File: src/rtl/pcie_tx_pkg.sv
// ============================================================================
//  Module   : pcie_tx_pkg
//  Brief    : Shared types and constants for the Tx source mux scheduler.
//  Revision : 1.0  initial release
// ============================================================================
`default_nettype none

package pcie_tx_pkg;

    typedef enum logic [1:0] {
        OS_MODE = 2'b00,
        DATA    = 2'b01,
        SKP     = 2'b10
    } tx_state_e;

    localparam logic SEL_DATA = 1'b1;
    localparam logic SEL_OS   = 1'b0;

    localparam int DEFAULT_SKP_INTERVAL = 370;
    localparam int DEFAULT_CNT_W        = 16;

    // An idle data source is always at a packet boundary.
    function automatic logic at_boundary(input logic req,
                                         input logic ready,
                                         input logic boundary);
        return (req & ready & boundary) | ~req;
    endfunction

endpackage : pcie_tx_pkg

`default_nettype wire

File: src/rtl/tx_mux_scheduler_if.sv
// ============================================================================
//  Module   : tx_mux_scheduler_if
//  Brief    : Control bundle between LTSSM/LPIF/OS generator and the scheduler.
//  Revision : 1.0  initial release
// ============================================================================
`default_nettype none

interface tx_mux_scheduler_if #(
    parameter int CNT_W = 16
);

    logic             link_l0;
    logic             data_req;
    logic             data_boundary;
    logic             os_done;
    logic             sel;
    logic             data_ready;
    logic             skp_start;
    logic             skp_pending;
    logic [CNT_W-1:0] skp_count;

    // Scheduler side
    modport slave (
        input  link_l0,
        input  data_req,
        input  data_boundary,
        input  os_done,
        output sel,
        output data_ready,
        output skp_start,
        output skp_pending,
        output skp_count
    );

    // Environment side (LTSSM, LPIF source, OS generator, mux)
    modport master (
        output link_l0,
        output data_req,
        output data_boundary,
        output os_done,
        input  sel,
        input  data_ready,
        input  skp_start,
        input  skp_pending,
        input  skp_count
    );

endinterface : tx_mux_scheduler_if

`default_nettype wire

File: src/rtl/tx_mux_scheduler_skp_interval_timer.sv
// ============================================================================
//  Module   : skp_interval_timer
//  Brief    : Saturating data-mode cycle counter raising skp_pending.
//  Revision : 1.0  initial release
// ============================================================================
`default_nettype none

module skp_interval_timer #(
    parameter int SKP_INTERVAL = 370,
    parameter int CNT_W        = 16
) (
    input  wire  clk,
    input  wire  reset,
    input  logic count_en,
    input  logic skp_take,
    output logic skp_pending
);

    localparam logic [CNT_W-1:0] LAST_CNT = CNT_W'(SKP_INTERVAL - 1);

    logic [CNT_W-1:0] cnt_q;
    logic [CNT_W-1:0] cnt_d;
    logic             pending_q;
    logic             pending_d;

    always_comb begin
        cnt_d     = cnt_q;
        pending_d = pending_q;
        if (skp_take) begin
            cnt_d     = '0;
            pending_d = 1'b0;
        end else if (count_en) begin
            // Saturate at the last count so a long packet cannot wrap the interval.
            if (cnt_q == LAST_CNT) begin
                pending_d = 1'b1;
            end else begin
                cnt_d = cnt_q + 1'b1;
            end
        end else begin
            cnt_d     = '0;
            pending_d = 1'b0;
        end
    end

    always_ff @(posedge clk) begin
        if (reset) begin
            cnt_q     <= '0;
            pending_q <= 1'b0;
        end else begin
            cnt_q     <= cnt_d;
            pending_q <= pending_d;
        end
    end

    assign skp_pending = pending_q;

endmodule : skp_interval_timer

`default_nettype wire

File: src/rtl/tx_mux_scheduler.sv
// ============================================================================
//  Module   : tx_mux_scheduler
//  Brief    : Sequences the Tx source mux between OS generator and LPIF data.
//  Revision : 1.0  initial release
// ============================================================================
`default_nettype none

module tx_mux_scheduler
    import pcie_tx_pkg::*;
#(
    parameter int SKP_INTERVAL = DEFAULT_SKP_INTERVAL,
    parameter int CNT_W        = DEFAULT_CNT_W
) (
    input  wire                clk,
    input  wire                reset,
    tx_mux_scheduler_if.slave  bus
);

    tx_state_e        state_q;
    tx_state_e        state_d;
    logic             sel_q;
    logic             sel_d;
    logic             data_ready_q;
    logic             data_ready_d;
    logic             skp_start_q;
    logic             skp_start_d;
    logic [CNT_W-1:0] skp_count_q;
    logic [CNT_W-1:0] skp_count_d;

    logic             w_bnd;
    logic             w_skp_take;
    logic             w_skp_pending;

    skp_interval_timer #(
        .SKP_INTERVAL (SKP_INTERVAL),
        .CNT_W        (CNT_W)
    ) u_skp_interval_timer (
        .clk         (clk),
        .reset       (reset),
        .count_en    (state_q == DATA),
        .skp_take    (w_skp_take),
        .skp_pending (w_skp_pending)
    );

    always_comb begin
        w_bnd   = at_boundary(bus.data_req, data_ready_q, bus.data_boundary);
        state_d = state_q;
        case (state_q)
            OS_MODE: begin
                if (bus.link_l0 && bus.os_done) begin
                    state_d = DATA;
                end
            end
            DATA: begin
                // Link loss outranks a pending SKP at the same boundary.
                if (w_bnd) begin
                    if (!bus.link_l0) begin
                        state_d = OS_MODE;
                    end else if (w_skp_pending) begin
                        state_d = SKP;
                    end
                end
            end
            SKP: begin
                if (bus.os_done) begin
                    state_d = bus.link_l0 ? DATA : OS_MODE;
                end
            end
            default: state_d = OS_MODE;
        endcase

        w_skp_take   = (state_q == DATA) && (state_d == SKP);
        // Outputs follow the next state so sel and data_ready drop on the same edge.
        sel_d        = (state_d == DATA) ? SEL_DATA : SEL_OS;
        data_ready_d = (state_d == DATA);
        skp_start_d  = w_skp_take;
        skp_count_d  = skp_count_q + CNT_W'(w_skp_take);
    end

    always_ff @(posedge clk) begin
        if (reset) begin
            state_q      <= OS_MODE;
            sel_q        <= SEL_OS;
            data_ready_q <= 1'b0;
            skp_start_q  <= 1'b0;
            skp_count_q  <= '0;
        end else begin
            state_q      <= state_d;
            sel_q        <= sel_d;
            data_ready_q <= data_ready_d;
            skp_start_q  <= skp_start_d;
            skp_count_q  <= skp_count_d;
        end
    end

    assign bus.sel         = sel_q;
    assign bus.data_ready  = data_ready_q;
    assign bus.skp_start   = skp_start_q;
    assign bus.skp_pending = w_skp_pending;
    assign bus.skp_count   = skp_count_q;

endmodule : tx_mux_scheduler

`default_nettype wire

File: src/flat_wrapper.sv
// flat-port wrapper written by rule: the top's interface ports become plain ports
module tx_mux_scheduler_flat import pcie_tx_pkg::*;
#(
    parameter int SKP_INTERVAL = DEFAULT_SKP_INTERVAL,
    parameter int CNT_W        = DEFAULT_CNT_W
)
  (clk, reset, bus_link_l0, bus_data_req, bus_data_boundary, bus_os_done, bus_sel, bus_data_ready, bus_skp_start, bus_skp_pending, bus_skp_count);
  tx_mux_scheduler_if #(.CNT_W(CNT_W)) bus_i ();
  input  wire clk;
  input  wire reset;
  input wire logic [$bits(bus_i.link_l0)-1:0] bus_link_l0;
  input wire logic [$bits(bus_i.data_req)-1:0] bus_data_req;
  input wire logic [$bits(bus_i.data_boundary)-1:0] bus_data_boundary;
  input wire logic [$bits(bus_i.os_done)-1:0] bus_os_done;
  output wire logic [$bits(bus_i.sel)-1:0] bus_sel;
  output wire logic [$bits(bus_i.data_ready)-1:0] bus_data_ready;
  output wire logic [$bits(bus_i.skp_start)-1:0] bus_skp_start;
  output wire logic [$bits(bus_i.skp_pending)-1:0] bus_skp_pending;
  output wire logic [$bits(bus_i.skp_count)-1:0] bus_skp_count;
  assign bus_i.link_l0 = bus_link_l0;
  assign bus_i.data_req = bus_data_req;
  assign bus_i.data_boundary = bus_data_boundary;
  assign bus_i.os_done = bus_os_done;
  assign bus_sel = bus_i.sel;
  assign bus_data_ready = bus_i.data_ready;
  assign bus_skp_start = bus_i.skp_start;
  assign bus_skp_pending = bus_i.skp_pending;
  assign bus_skp_count = bus_i.skp_count;
  tx_mux_scheduler #(.SKP_INTERVAL(SKP_INTERVAL), .CNT_W(CNT_W)) u_core (.clk(clk), .reset(reset), .bus(bus_i));
endmodule
File: config.mk
export PLATFORM = sky130hd
export DESIGN_NAME = tx_mux_scheduler_flat
export DESIGN_NICKNAME = d
export VERILOG_FILES = /design/src/rtl/pcie_tx_pkg.sv /design/src/rtl/tx_mux_scheduler_if.sv /design/src/rtl/tx_mux_scheduler_skp_interval_timer.sv /design/src/rtl/tx_mux_scheduler.sv /design/src/flat_wrapper.sv
export SDC_FILE = /design/constraint.sdc
export NUM_CORES = 1
export LEC_CHECK = 0
export CAP_MARGIN = 20
export CORE_MARGIN = 4
export CORE_UTILIZATION = 47
export CTS_CLUSTER_SIZE = 30
export DETAILED_ROUTE_END_ITERATION = 10
export GPL_TIMING_DRIVEN = 0
export PLACE_DENSITY_LB_ADDON = 0.25
export SETUP_SLACK_MARGIN = 0.02
export SLEW_MARGIN = 10
export SYNTH_ARGS = -nofsm -noshare
export SYNTH_HDL_FRONTEND = slang
export SYNTH_SLANG_ARGS = --single-unit
File: constraint.sdc
create_clock -name clk -period 1.8 [get_ports clk]
set_input_delay 0.36 -clock clk [delete_from_list [all_inputs] [get_ports clk]]
set_output_delay 0.36 -clock clk [all_outputs]
set_load 0.005 [all_outputs]
==> run metrics <==
Avg WL per Cell 13.5 um; # fillers 286; Max Cap Viol 0; Setup Skew 7.84 ps; Net Switching 306 uW; Layout Nets between 200 and 250; CTS H-Tree Depth 2; Slew headroom 67.2%; top_reg_cell synth dfxtp_1; register area share after synthesis 44.6%; period utilisation layout 96.2%; RSZ-0062 raised after global routing true; Crit path max-delay family simple AND/OR/NAND/NOR gates; number of flops mapped to enable cells by yosys 0; sw frac between 20 and 25%; commonest non-fill, non-tap cell in the layout dfxtp_1; post-synthesis cell area 0.00166 mm^2; Skew-Pair Late Insertion Delay 350 ps; setup ws final approximately 68 ps; utilization after layout 65.6%; maximum clock frequency 577 MHz; critical path type reg -> reg; Inst Count DP 251; CTS Hold Bufs 0; outcome complete, no violations; minimum clock period 1730 ps; internal power about 1200 uW; LEAKAGE 0.000787 uW; pin count of the biggest net entering global routing 12; Max Fanout on Critical Path 7; commonest cells after routing, fill and taps aside dfxtp_1 (32), nor2_1 (29), clkdlybuf4s50_1 (22); syn_nets 190; Worst Hold Class in -> reg; Initial Utilization 49.4%; Clock Sinks 37; via/cell ratio 5.27; Final setup viols 0; 1st-pass router iterations 4; Crit. End Element flip-flop; Logic pwr share 3.4%; non-filler instance count after layout between 200 and 300; Final Hold Vio Count 0; share of layout cells above drive strength 1 18.0%; CP cell instances a21bo_4 -> nand3_4 -> nor2_4 -> ha_4 -> nand3_4 -> nor4_4 -> xnor2_1 -> nor2_1; sequential fraction of design power 55.7%; routed wire length 3550 um; Via Count 1386; core area approximately 0.0034 mm^2; Total Routing Usage GR 18.7%; CTS tree yes; IO Pins 26; Pins Over Slew Limit 0; # diodes 0; Max Buffers Root-to-Sink 2; row cnt 21; clock power share 41.0%; CP startpoint kind flip-flop; Clock Tree Root clkbuf_4; Iteration-0 DRC Markers 64; Layout area overhead 32.9%; Least-Margin Pin Slew between 400 and 500 ps; Peak VDD IR between 0.0005 and 0.0006 V; Gate Count Post-Synth between 150 and 200; slowest CP cell dfxtp_2; Die Span Y 67.4 um; CP max stage delay 370 ps; final HPWL from detailed placement approximately 2400 um; Reg clk slew, reported paths between 100 and 150 ps; Mapped Avg Cell Area 9.22 um^2; number of global-route vias before repair 1399; Num CTS Buffers 5; grt ovf 0; PortBufs 25; Die W about 67 um; arrival time worst endpoint between 1500 and 2000 ps; residual DRC count 0; initial antenna violation count 0; Worst Path Required 2030 ps; Pwr Density 673 mW/mm^2; ys async rst share 0%; worst path buffer plus inverter count 0; Crit path top cell by count nand3_4; Place WS -630 ps; Final Wtd Congestion 0.791; yosys warns 0; first-pass GRT wire length 6330 um; Routed Antenna Nets 0; Seq cells post-synth 37; Die ar. ~0.0045 mm^2; library cells used by synthesis 37
## flip-flops by register name (all words and copies together), names as in the netlist
| name | cells |
|---|---|
| u_core.bus.data_ready | 1 |
| u_core.u_skp_interval_timer.skp_pending | 1 |
| u_core.state_q | 2 |
| u_core.u_skp_interval_timer.cnt_q | 16 |
| u_core.bus.skp_start | 1 |
| u_core.bus.skp_count | 16 |
## stage by stage
stage / hold WS (ps) / power, uW / TNS [ps] / area, um^2
2_1_floorplan: 458 / 867 / 0 / 1660
3_3_place_gp: 478 / 891 / -8200 / 1970
3_5_place_dp: 488 / 891 / -8710 / 1970
4_1_cts: 505 / 1490 / 0 / 2140
5_1_grt: 443 / 1540 / -52.5 / 2210
6_report: 464 / 1490 / 0 / 2210
## worst min-delay path, stage by stage
cell	delay, ps
dlymetal6s2s_1	160
nand2_1	70
o22a_1	140
nor2_1	40
## layout make-up
| cell class | instances | area (um^2) | area share, % |
|---|---|---|---|
| multi-input cells | 130 | 961 | 43.5 |
| clock inverters | 1 | 30.0 | 1.36 |
| well taps | 46 | 57.6 | 2.61 |
| flip-flops and latches | 37 | 747 | 33.8 |
| plain buffers | 7 | 46.3 | 2.10 |
| repair buffers | 29 | 288 | 13.0 |
| clock buffers | 7 | 55.1 | 2.49 |
| inverters | 6 | 22.5 | 1.02 |
## repair_timing
item / CTS / global route
pin swaps: 4 / 5
setup endpoints to repair: 11 / 16
endpoints found under the hold margin: 0 / 0
gates resized for setup: 14 / 13
setup buffers: 2 / 2
## power groups by stage
stage	Sequential, uW	Clock (uW)	Combinational [uW]
6_report	827	608	50.1
5_1_grt	828	655	55.6
4_1_cts	826	619	48.4
3_5_place_dp	845	0	46.6
3_3_place_gp	844	0	46.1
2_1_floorplan	844	0	23.0
## synth_stat cells, types with 2 or more instances
| library cell | n | area, um^2 |
|---|---|---|
| nand2b_1 | 2 | 12.5 |
| nor2b_1 | 2 | 12.5 |
| o21ai_0 | 3 | 15.0 |
| nand2_1 | 8 | 30.0 |
| clkbuf_1 | 3 | 11.3 |
| nor3_1 | 6 | 30.0 |
| or3_1 | 3 | 18.8 |
| buf_6 | 2 | 22.5 |
| nand3_1 | 11 | 55.1 |
| dfxtp_1 | 37 | 741 |
| xnor2_1 | 10 | 87.6 |
| and4_1 | 2 | 17.5 |
| inv_1 | 6 | 22.5 |
| a21oi_1 | 6 | 30.0 |
| nor4_2 | 4 | 50.1 |
| ha_1 | 4 | 50.1 |
| nor3b_1 | 2 | 15.0 |
| nor2_1 | 30 | 113 |
| nand4_1 | 8 | 50.1 |
| xor2_1 | 14 | 123 |
## cells by family (layout without fill, tap and decap cells)
family / count (synthesis) / count (layout) / share of synthesized area (%)
DFF: 37 / 37 / 44.6
adders and majority gates: 4 / 4 / 3.01
AOI/OAI and AO/OA: 15 / 15 / 5.80
xor gates and xnor gates: 24 / 24 / 12.7
buffers and inverters: 13 / 50 / 4.14
and+or+nand+nor: 87 / 87 / 29.8
## layer usage
metal  GRT usage (%)  routed length, um
met4            7.34                 61
met3            6.66                153
met5               0                  0
met2            31.0               1800
met1            21.9               1540
## worst paths after layout
path / start / endpoint / slack [ps] / depth (start not counted)
worst max-delay path: u_core.bus.data_ready$_SDFF_PP0_ / u_core.bus.skp_count[11]$_SDFF_PP0_ / 70 / 8
worst min-delay path: bus_link_l0 / u_core.bus.data_ready$_SDFF_PP0_ / 460 / 4
worst max register to register: u_core.bus.data_ready$_SDFF_PP0_ / u_core.bus.skp_count[11]$_SDFF_PP0_ / 70 / 8
worst min register to register: u_core.u_skp_interval_timer.cnt_q[15]$_SDFFE_PP0P_ / u_core.u_skp_interval_timer.cnt_q[15]$_SDFFE_PP0P_ / 500 / 2
No activity file was read; power rests on OpenSTA's default activity.
==> edit, RTL diff (same settings) <==
Set the package constant `DEFAULT_CNT_W` to 32 (it was 16).
--- a/src/rtl/pcie_tx_pkg.sv
+++ b/src/rtl/pcie_tx_pkg.sv
@@ -17,7 +17,7 @@
     localparam logic SEL_OS   = 1'b0;
 
     localparam int DEFAULT_SKP_INTERVAL = 370;
-    localparam int DEFAULT_CNT_W        = 16;
+    localparam int DEFAULT_CNT_W        = 32;
 
     // An idle data source is always at a packet boundary.
     function automatic logic at_boundary(input logic req,
Ports: changed (resized bus_skp_count); port bits go from 26 to 42. The function was not compared with the original's and may differ.
==> edit against the unedited design <==
  * The run now ends with setup timing left
  * Total power up 100%
  * Final area up 110%
  * Sequential share of layout area down 3.0 points
  * Synthesized area up 90%
  * Global-route usage up 0.18 points
  * Sequential cell count up 32
  * Wire length up 130%
  * Count of clock-buffer cells in the layout up 4
  * Setup slack worse by 530 ps
  * Sequential power up 85%
  * Utilization up 6.1 points
  * Via count up 110%
  * Non-clock buffer count up 48
  * Critical path type unchanged
  * Largest cell class unchanged
  * Largest power group unchanged
==> edit: results (changes against the unedited design) <==
stage;metric;value;unit;change
outcome;status;finished with violations;;was finished clean
outcome;failing checks;setup timing;;
global_routing;grt met2 use;0.309;;was 0.310
global_routing;GRT Total Usage;0.189;;was 0.187
placed_design;GPL Wtd Cong;0.815;;was 0.791
clocking;post-CTS sizing;38;;was 14
worst_setup_path;FF-to-FF path depth;10;;was 8
global_routing;M3 GR Usage;0.0568;;was 0.0666
clocking;Post-CTS Setup Bufs;22;;was 2
worst_setup_path;Worst Path Arrival;2500;ps;was 1960 ps
finish;share of cell area taken by multi-input logic gates;0.449;;was 0.435
finish;final net count;460;;was 226
clocking;CTS Sinks;69;;was 37
worst_setup_path;worst-path fanout max;6;;was 7
finish;clock buf count;11;;was 7
synthesis;Synth Instances;367;;was 180
finish;Sequential cell area;1420;µm²;was 747 µm²
synthesis;post-synth cell types;39;;was 37
power;static leakage;1.64;nW;was 0.787 nW
placed_design;I/O Buffers;41;;was 25
finish;non-clk buf share;0.167;;was 0.151
sta;Post-Route Setup TNS;-5600;ps;was 0 ps
synthesis;sequential fraction of the synthesis area;0.438;;was 0.446
finish;Finished Layout Cells;532;;was 263
drt;DR vias/cell;5.42;;was 5.27
global_routing;vias in the first global route;2734;;was 1,399
floorplanning;num rows;29;;was 21
sta;Slew @ Worst Pin;610;ps;was 492 ps
synthesis;most frequent cells after synthesis;69 x dfxtp_1, 64 x nor2_1, 27 x nand2_1, 26 x xnor2_1, 22 x xor2_1;;was 37 x dfxtp_1, 30 x nor2_1, 14 x xor2_1, 11 x nand3_1, 10 x xnor2_1
global_routing;M1 GR Usage;0.242;;was 0.219
placed_design;DP Area;3730;µm²;was 1970 µm²
clocking;clock root buffer;clkbuf_8;;was clkbuf_4
placed_design;dpl ws;-1370;ps;was -630 ps
sta;setup ws final;-465;ps;was 67.9 ps
finish;Signal buffers;84;;was 36
clocking;clk slew on worst S/H paths;80;ps;was 110 ps
clocking;H-Tree Depth;3;;was 2
worst_hold_path;Hold/Removal Path Class;reg -> reg;;was in -> reg
synthesis;asr flop ratio synth;0;;unchanged
power;worst vdd ir;0.000431;V;was 0.000596 V
clocking;TritonCTS Buffers;9;;was 5
finish;fraction of layout cells with a size suffix above 1;0.308;;was 0.180
placed_design;Post-DP HPWL;4950;µm;was 2400 µm
global_routing;first-pass GRT wire length;12700;µm;was 6330 µm
worst_setup_path;capturing point of the worst reg2reg path;u_core.bus.skp_count[31];;was u_core.bus.skp_count[11]
finish;Fillers;474;;was 286
sta;endpoints failing setup;23;;was 0
finish;footprint of the multi-input gates;2070;µm²;was 961 µm²
drt;drt wl/cell;15.1;µm;was 13.5 µm
synthesis;Synth Net Count;377;;was 190
finish;#MultiIn Comb;274;;was 130
power;Psw;627;µW;was 306 µW
edit: cell count changes after synthesis, sizes merged, moves of 10 or more:
cell,delta
dfxtp,+32
nand2,+19
xnor2,+16
nor3,+10
nor2,+34
edit: per-layer routing:
layer  vias up  share of wire
met3        12          0.040
li1       1435              -
met1      1382           0.46
met5         -              0
met2        54           0.49
met4         0          0.013
edit: cell families after synthesis:
kind of cell,Yosys count,synth area share
mux,3,0.0107
simple gates,196,0.328
compound gates,23,0.0428
xor+xnor,48,0.133
flops,69,0.438
fa+ha+maj,4,0.0159
buf+inv,24,0.0309
edit: power by group through the flow:
stage / sequential [mW] / clock [mW] / combinational, mW
CTS: 1.53 / 1.36 / 0.0761
finish: 1.53 / 1.35 / 0.0863
global placement: 1.57 / 0 / 0.0641
floorplan: 1.57 / 0 / 0.0343
detailed placement: 1.57 / 0 / 0.0648
global route: 1.53 / 1.45 / 0.0950
edit: worst min path at each step:
stage	start	end	slack, ps	cells after the start
after floorplan	u_core.u_skp_interval_timer.cnt_q[13]	u_core.u_skp_interval_timer.cnt_q[13]	470	2
after global placement	u_core.u_skp_interval_timer.cnt_q[16]	u_core.u_skp_interval_timer.cnt_q[16]	490	2
after detailed placement	u_core.u_skp_interval_timer.cnt_q[13]	u_core.u_skp_interval_timer.cnt_q[13]	500	2
after CTS	u_core.u_skp_interval_timer.cnt_q[13]	u_core.u_skp_interval_timer.cnt_q[13]	510	2
after global routing	u_core.u_skp_interval_timer.cnt_q[13]	u_core.u_skp_interval_timer.cnt_q[13]	520	2
final	u_core.u_skp_interval_timer.cnt_q[13]	u_core.u_skp_interval_timer.cnt_q[13]	510	2
